File: src/rtl/load_use_if.sv
// ID-stage hazard bus between the decode/issue logic and the load-use scoreboard.
interface load_use_if #(
  parameter int CNT_W = 32
);
  logic             issue_i;
  logic             issue_RegWrite_i;
  logic             issue_MemRead_i;
  logic [4:0]       issue_rd_i;
  logic [4:0]       rs1_ID_i;
  logic [4:0]       rs2_ID_i;
  logic             rs1_used_i;
  logic             rs2_used_i;
  logic             load_done_i;
  logic [4:0]       load_done_rd_i;
  logic             mem_stall_i;
  logic             stall_o;
  logic [31:0]      pending_o;
  logic [1:0]       outstanding_o;
  logic             overflow_o;
  logic [CNT_W-1:0] stall_cycles_o;
  logic [CNT_W-1:0] stall_events_o;

  modport master (
    output issue_i, issue_RegWrite_i, issue_MemRead_i, issue_rd_i,
    output rs1_ID_i, rs2_ID_i, rs1_used_i, rs2_used_i,
    output load_done_i, load_done_rd_i, mem_stall_i,
    input  stall_o, pending_o, outstanding_o, overflow_o,
    input  stall_cycles_o, stall_events_o
  );

  modport slave (
    input  issue_i, issue_RegWrite_i, issue_MemRead_i, issue_rd_i,
    input  rs1_ID_i, rs2_ID_i, rs1_used_i, rs2_used_i,
    input  load_done_i, load_done_rd_i, mem_stall_i,
    output stall_o, pending_o, outstanding_o, overflow_o,
    output stall_cycles_o, stall_events_o
  );
endinterface

File: src/rtl/load_use_scoreboard.sv
// Pending-load scoreboard: stalls the instruction in ID while a source register
// still awaits load data from the data cache.
module load_use_scoreboard #(
  parameter int MAX_LOADS = 2,
  parameter int CNT_W     = 32
) (
  input  logic       clk_i,
  input  logic       rst_i,
  load_use_if.slave  bus
);
  typedef enum logic {RUN, HOLD} state_e;

  localparam logic [1:0] MAX_L = 2'(MAX_LOADS);

  logic [31:0]      pending_q, pending_d;
  logic [1:0]       outstanding_q, outstanding_d;
  logic             overflow_q, overflow_d;
  state_e           state_q, state_d;
  logic [CNT_W-1:0] stall_cycles_q, stall_cycles_d;
  logic [CNT_W-1:0] stall_events_q, stall_events_d;

  logic ld_issue, set_en, clr_en, haz_rs1, haz_rs2, stall, cnt_en;

  // x0 loads still occupy a cache slot, so they count as in flight
  assign ld_issue = bus.issue_i & ~bus.mem_stall_i & bus.issue_RegWrite_i & bus.issue_MemRead_i;
  assign set_en   = ld_issue & (bus.issue_rd_i != 5'd0);
  assign clr_en   = bus.load_done_i & (bus.load_done_rd_i != 5'd0);

  // A load returning this cycle reaches MEM/WB at the edge, so forwarding covers it
  assign haz_rs1 = bus.rs1_used_i & (bus.rs1_ID_i != 5'd0) & pending_q[bus.rs1_ID_i]
                 & ~(clr_en & (bus.load_done_rd_i == bus.rs1_ID_i));
  assign haz_rs2 = bus.rs2_used_i & (bus.rs2_ID_i != 5'd0) & pending_q[bus.rs2_ID_i]
                 & ~(clr_en & (bus.load_done_rd_i == bus.rs2_ID_i));
  assign stall   = haz_rs1 | haz_rs2;
  assign cnt_en  = stall & ~bus.mem_stall_i;

  always_comb begin
    pending_d      = pending_q;
    outstanding_d  = outstanding_q;
    overflow_d     = overflow_q;
    state_d        = state_q;
    stall_cycles_d = stall_cycles_q;
    stall_events_d = stall_events_q;

    // Clear first so a same-register set in the same cycle wins
    if (clr_en) pending_d[bus.load_done_rd_i] = 1'b0;
    if (set_en) pending_d[bus.issue_rd_i]     = 1'b1;
    pending_d[0] = 1'b0;

    case ({ld_issue, bus.load_done_i})
      2'b10: begin
        if (outstanding_q == MAX_L) overflow_d    = 1'b1;
        else                        outstanding_d = outstanding_q + 2'd1;
      end
      2'b01: begin
        if (outstanding_q == 2'd0) overflow_d    = 1'b1;
        else                       outstanding_d = outstanding_q - 2'd1;
      end
      default: ;
    endcase

    case (state_q)
      RUN: begin
        if (cnt_en) begin
          state_d = HOLD;
          if (~&stall_events_q) stall_events_d = stall_events_q + 1'b1;
        end
      end
      HOLD: if (!stall) state_d = RUN;
      default: state_d = RUN;
    endcase

    if (cnt_en && ~&stall_cycles_q) stall_cycles_d = stall_cycles_q + 1'b1;
  end

  always_ff @(posedge clk_i) begin
    if (rst_i) begin
      pending_q      <= '0;
      outstanding_q  <= '0;
      overflow_q     <= 1'b0;
      state_q        <= RUN;
      stall_cycles_q <= '0;
      stall_events_q <= '0;
    end else begin
      pending_q      <= pending_d;
      outstanding_q  <= outstanding_d;
      overflow_q     <= overflow_d;
      state_q        <= state_d;
      stall_cycles_q <= stall_cycles_d;
      stall_events_q <= stall_events_d;
    end
  end

  assign bus.stall_o        = stall;
  assign bus.pending_o      = pending_q;
  assign bus.outstanding_o  = outstanding_q;
  assign bus.overflow_o     = overflow_q;
  assign bus.stall_cycles_o = stall_cycles_q;
  assign bus.stall_events_o = stall_events_q;
endmodule

File: src/flat_wrapper.sv
// flat-port wrapper written by rule: the top's interface ports become plain ports
module load_use_scoreboard_flat 
#(
  parameter int MAX_LOADS = 2,
  parameter int CNT_W     = 32
)
  (clk_i, rst_i, bus_issue_i, bus_issue_RegWrite_i, bus_issue_MemRead_i, bus_issue_rd_i, bus_rs1_ID_i, bus_rs2_ID_i, bus_rs1_used_i, bus_rs2_used_i, bus_load_done_i, bus_load_done_rd_i, bus_mem_stall_i, bus_stall_o, bus_pending_o, bus_outstanding_o, bus_overflow_o, bus_stall_cycles_o, bus_stall_events_o);
  load_use_if #(.CNT_W(CNT_W)) bus_i ();
  input  logic clk_i;
  input  logic rst_i;
  input wire logic [$bits(bus_i.issue_i)-1:0] bus_issue_i;
  input wire logic [$bits(bus_i.issue_RegWrite_i)-1:0] bus_issue_RegWrite_i;
  input wire logic [$bits(bus_i.issue_MemRead_i)-1:0] bus_issue_MemRead_i;
  input wire logic [$bits(bus_i.issue_rd_i)-1:0] bus_issue_rd_i;
  input wire logic [$bits(bus_i.rs1_ID_i)-1:0] bus_rs1_ID_i;
  input wire logic [$bits(bus_i.rs2_ID_i)-1:0] bus_rs2_ID_i;
  input wire logic [$bits(bus_i.rs1_used_i)-1:0] bus_rs1_used_i;
  input wire logic [$bits(bus_i.rs2_used_i)-1:0] bus_rs2_used_i;
  input wire logic [$bits(bus_i.load_done_i)-1:0] bus_load_done_i;
  input wire logic [$bits(bus_i.load_done_rd_i)-1:0] bus_load_done_rd_i;
  input wire logic [$bits(bus_i.mem_stall_i)-1:0] bus_mem_stall_i;
  output wire logic [$bits(bus_i.stall_o)-1:0] bus_stall_o;
  output wire logic [$bits(bus_i.pending_o)-1:0] bus_pending_o;
  output wire logic [$bits(bus_i.outstanding_o)-1:0] bus_outstanding_o;
  output wire logic [$bits(bus_i.overflow_o)-1:0] bus_overflow_o;
  output wire logic [$bits(bus_i.stall_cycles_o)-1:0] bus_stall_cycles_o;
  output wire logic [$bits(bus_i.stall_events_o)-1:0] bus_stall_events_o;
  assign bus_i.issue_i = bus_issue_i;
  assign bus_i.issue_RegWrite_i = bus_issue_RegWrite_i;
  assign bus_i.issue_MemRead_i = bus_issue_MemRead_i;
  assign bus_i.issue_rd_i = bus_issue_rd_i;
  assign bus_i.rs1_ID_i = bus_rs1_ID_i;
  assign bus_i.rs2_ID_i = bus_rs2_ID_i;
  assign bus_i.rs1_used_i = bus_rs1_used_i;
  assign bus_i.rs2_used_i = bus_rs2_used_i;
  assign bus_i.load_done_i = bus_load_done_i;
  assign bus_i.load_done_rd_i = bus_load_done_rd_i;
  assign bus_i.mem_stall_i = bus_mem_stall_i;
  assign bus_stall_o = bus_i.stall_o;
  assign bus_pending_o = bus_i.pending_o;
  assign bus_outstanding_o = bus_i.outstanding_o;
  assign bus_overflow_o = bus_i.overflow_o;
  assign bus_stall_cycles_o = bus_i.stall_cycles_o;
  assign bus_stall_events_o = bus_i.stall_events_o;
  load_use_scoreboard #(.MAX_LOADS(MAX_LOADS), .CNT_W(CNT_W)) u_core (.clk_i(clk_i), .rst_i(rst_i), .bus(bus_i));
endmodule
File: config.mk
export PLATFORM = sky130hd
export DESIGN_NAME = load_use_scoreboard_flat
export DESIGN_NICKNAME = d
export VERILOG_FILES = /design/src/rtl/load_use_if.sv /design/src/rtl/load_use_scoreboard.sv /design/src/flat_wrapper.sv
export SDC_FILE = /design/constraint.sdc
export NUM_CORES = 1
export LEC_CHECK = 0
export BUFFER_PORTS_ARGS = -buffer_cell sky130_fd_sc_hd__buf_4
export CAP_MARGIN = 30
export CORE_ASPECT_RATIO = 1.5
export CORE_UTILIZATION = 30
export CTS_CLUSTER_DIAMETER = 80
export DETAILED_ROUTE_END_ITERATION = 7
export GPL_ROUTABILITY_DRIVEN = 0
export SLEW_MARGIN = 10
export SYNTH_ARGS = -nofsm -noshare
export SYNTH_HDL_FRONTEND = slang
export SYNTH_SLANG_ARGS = --single-unit
File: constraint.sdc
create_clock -name clk_i -period 4.5 [get_ports clk_i]
set_input_delay 0.675 -clock clk_i [delete_from_list [all_inputs] [get_ports clk_i]]
set_output_delay 0.675 -clock clk_i [all_outputs]
set_load 0.03 [all_outputs]
==> summary.md <==
| Metric | Value |
|---|---|
| Status | finished, final reports clean |
| Drt first-iter violations | 263 |
| Crit Path Category | in2out |
| Core area | 17300 sq um |
| Average cell area after synthesis | 8.23 sq um |
| EDFF count, synth | 0 |
| Distinct cell type count after synthesis | 52 |
| Iteration count of the initial detailed-routing pass | 5 |
| Fin. Hold Viols | 0 |
| Place WS | 610 ps |
| Setup slack on the worst flop-to-flop path | 1140 ps |
| Total power | 1870 uW |
| Register bit total from synthesis | 99 |
| Routed wire per std cell | 16.6 um |
| Count of synthesis-stage warnings from yosys | 0 |
| Util after Layout | 39.0% |
| Source of the critical timing path | bus_rs2_ID_i[0] |
| Max FO, Critical Path | 45 |
| Number of buffers created by CTS | 9 |
| CTS tree | built |
| Proportion of layout cells with a drive suffix above 1 | 21.8% |
| Max Slew Vio Count | 0 |
| Data arrival time of the critical path | 3070 ps |
| Overall overflow remaining after global route | 0 |
| Clock H-tree levels | 3 |
| Post-synthesis net count | 682 |
| Die extent in x | 111 um |
| Hold bufs inserted after CTS | 0 |
| GRT Util Overall | 17.7% |
| Wire length of the first global-routing pass | 25700 um |
| Netlist Area Pre-Place | 5340 sq um |
| Unrepaired setup endpoints after global routing | false |
| Worst Clk Skew | 14.3 ps |
| Crit path launch type | primary input |
| Initial antenna violation count | 0 |
| Final Net Count | 788 |
| Die boundary height | 165 um |
| Routed via count divided by cell count | 5.35 |
| Area occupied by registers | 1980 sq um |
| Max-cap viol count | 0 |
| Post-route ant nets | 0 |
| Clock root buffer master | clkbuf_16 |
| Maximum operating frequency | 0.267 GHz |
| Final-layout fill cell count | 1816 |
| Worst slew pin tran | 903 ps |
| Peak VDD IR | 137 uV |
| Clock Path Buffers | 2 |
| Number of primary I/O pins | 129 |
| Min setup slack post-route | 757 ps |
| Count of antenna diodes in the layout | 0 |
| Async S/R FF share, synth | 0% |
| Number of buffers inserted to repair setup after CTS | 0 |
| Leakage power | 0.00255 uW |
| Reg-to-Reg Start | u_core.bus.pending_o[30]$_SDFF_PP0_ |
| Final HPWL DP | 12000 um |
| Endpoint of the most critical setup path | bus_stall_o |
| Cells after Synth | 649 |
| Number of global-route vias before repair | 4897 |
| Path depth of the worst reg2reg path | 9 |
| Minimum period implied by the final worst setup slack | 3740 ps |
| Latest clock arrival within the worst-skew pair | 350 ps |
| Area of the multi-input gates | 3160 sq um |
| Post-CTS resize count | 0 |
| Class of the tightest hold or removal check | reg2reg |
| Number of buffer cells added on primary ports | 127 |
| Critical path endpoint category | output port |
| Most used cells in the layout excluding fill and tap cells | 132 x buf_4, 99 x dfxtp_1, 71 x nor2_1, 58 x nand2_1, 50 x a21oi_1 |
| Number of remaining DRC errors | 0 |
| Share of the yosys chip area belonging to registers | 37.1% |
| Clock transition at the registers of the reported paths | 60 ps |
| WP data required | 3830 ps |
| Std-Cell Rows | 59 |
| Setup-violating endpoint count in the final report | 0 |
| Total Negative Setup Slacks | 0 ps |
| Final routed wirelength across all metal layers | 16200 um |
| Clk sinks | 99 |
| Power density relative to cell area | 276 nW/um^2 |
| Starting density of the core | 30.8% |
| Endpoint of the most critical register-to-register path | u_core.bus.stall_events_o[30]$_SDFFE_PP0P_ |
| Largest net degree at the start of global routing | 72 |
| Worst slew margin relative to its limit | 39.7% |
| DR vias | 5202 |
| Final Cycle Share | 83.2% |
| Die ar. | 18300 sq um |
| Layout overhead on the synthesized area | 26.5% |
| Dominant register cell in the synthesized netlist | dfxtp_1 |
| Most common library cell in the layout ignoring fill and taps | buf_4 |
-- registers in the layout, summed over array words and instances, names as in the netlist --
register                   flops
u_core.bus.pending_o          31
u_core.state_q                 1
u_core.bus.stall_cycles_o     32
u_core.bus.overflow_o          1
u_core.bus.outstanding_o       2
u_core.bus.stall_events_o     32
-- per-layer routing --
metal	global-route usage [%]	part of all wire, %	up-vias
met3	3.36	4.8	27
met5	0	0	-
met1	19.4	40	2493
met4	7.33	2.3	0
li1	-	-	2534
met2	33.3	53	148
-- cell type report --
| class | instances | share of cell area, % |
|---|---|---|
| Inverter | 13 | 0.722 |
| Tap cell | 213 | 3.94 |
| Sequential cell | 99 | 29.3 |
| Multi-Input combinational cell | 500 | 46.8 |
| Timing Repair Buffer | 132 | 14.7 |
| Clock buffer | 11 | 3.74 |
| Clock inverter | 5 | 0.852 |
-- worst max-delay path, cell delays in order --
cell and delay, ps:
buf_4 240, mux2i_1 100, mux4_2 470, and3_1 190
or4_4 520, o22ai_4 170, buf_4 430, buf_4 250
-- synth_stat cells (15+ instances only) --
master,n,area share [%]
dfxtp_1,99,37
nor2_1,71,5.0
nand2_1,58,4.1
a21oi_1,50,4.7
o21ai_0,46,4.3
nand3_1,37,3.5
xor2_1,33,5.4
clkbuf_1,29,2.0
nand4_1,23,2.7
xnor2_1,19,3.1
mux2i_1,18,3.4
and3_1,15,1.8
or3_1,15,1.8
-- cells by family after synthesis --
kind of cell,share of synthesized area [%]
adder cells (fa/ha/maj),0.937
AND/OR/NAND/NOR,29.4
XOR/XNOR,8.53
buffers and inverters,3.73
multiplexers,8.65
other,0.0702
AO/OA/AOI/OAI,11.6
flip-flops,37.1
-- per-stage QoR --
stage,hold slack (ps),cell area [sq um],cells
after floorplan,565,5340,649
after global placement,456,6450,957
after detailed placement,465,6450,957
after CTS,496,6760,973
after global routing,545,6760,973
final,500,6760,973
-- how the worst min path moves through the flow --
| stage | slack [ps] | endpoint | startpoint | cells after the start |
|---|---|---|---|---|
| 6_report | 500 | u_core.bus.overflow_o$_SDFFE_PP0P_ | u_core.bus.overflow_o$_SDFFE_PP0P_ | 2 |
| 4_1_cts | 500 | u_core.bus.overflow_o$_SDFFE_PP0P_ | u_core.bus.overflow_o$_SDFFE_PP0P_ | 2 |
| 3_5_place_dp | 470 | u_core.bus.overflow_o$_SDFFE_PP0P_ | u_core.bus.overflow_o$_SDFFE_PP0P_ | 2 |
| 2_1_floorplan | 560 | u_core.state_q$_SDFF_PP0_ | u_core.state_q$_SDFF_PP0_ | 3 |
| 5_1_grt | 540 | u_core.bus.pending_o[3]$_SDFF_PP0_ | u_core.bus.pending_o[3]$_SDFF_PP0_ | 2 |
| 3_3_place_gp | 460 | u_core.bus.overflow_o$_SDFFE_PP0P_ | u_core.bus.overflow_o$_SDFFE_PP0P_ | 2 |
-- where the power goes --
| group | switching, uW | internal (uW) | leakage (uW) | total [uW] |
|---|---|---|---|---|
| sequential | 5.58 | 880 | 0.000798 | 886 |
| clock | 349 | 464 | 0.000156 | 813 |
| combinational | 109 | 60.1 | 0.00160 | 169 |
| total | 464 | 1400 | 0.00255 | 1870 |
No activity file was read; power rests on OpenSTA's default activity.
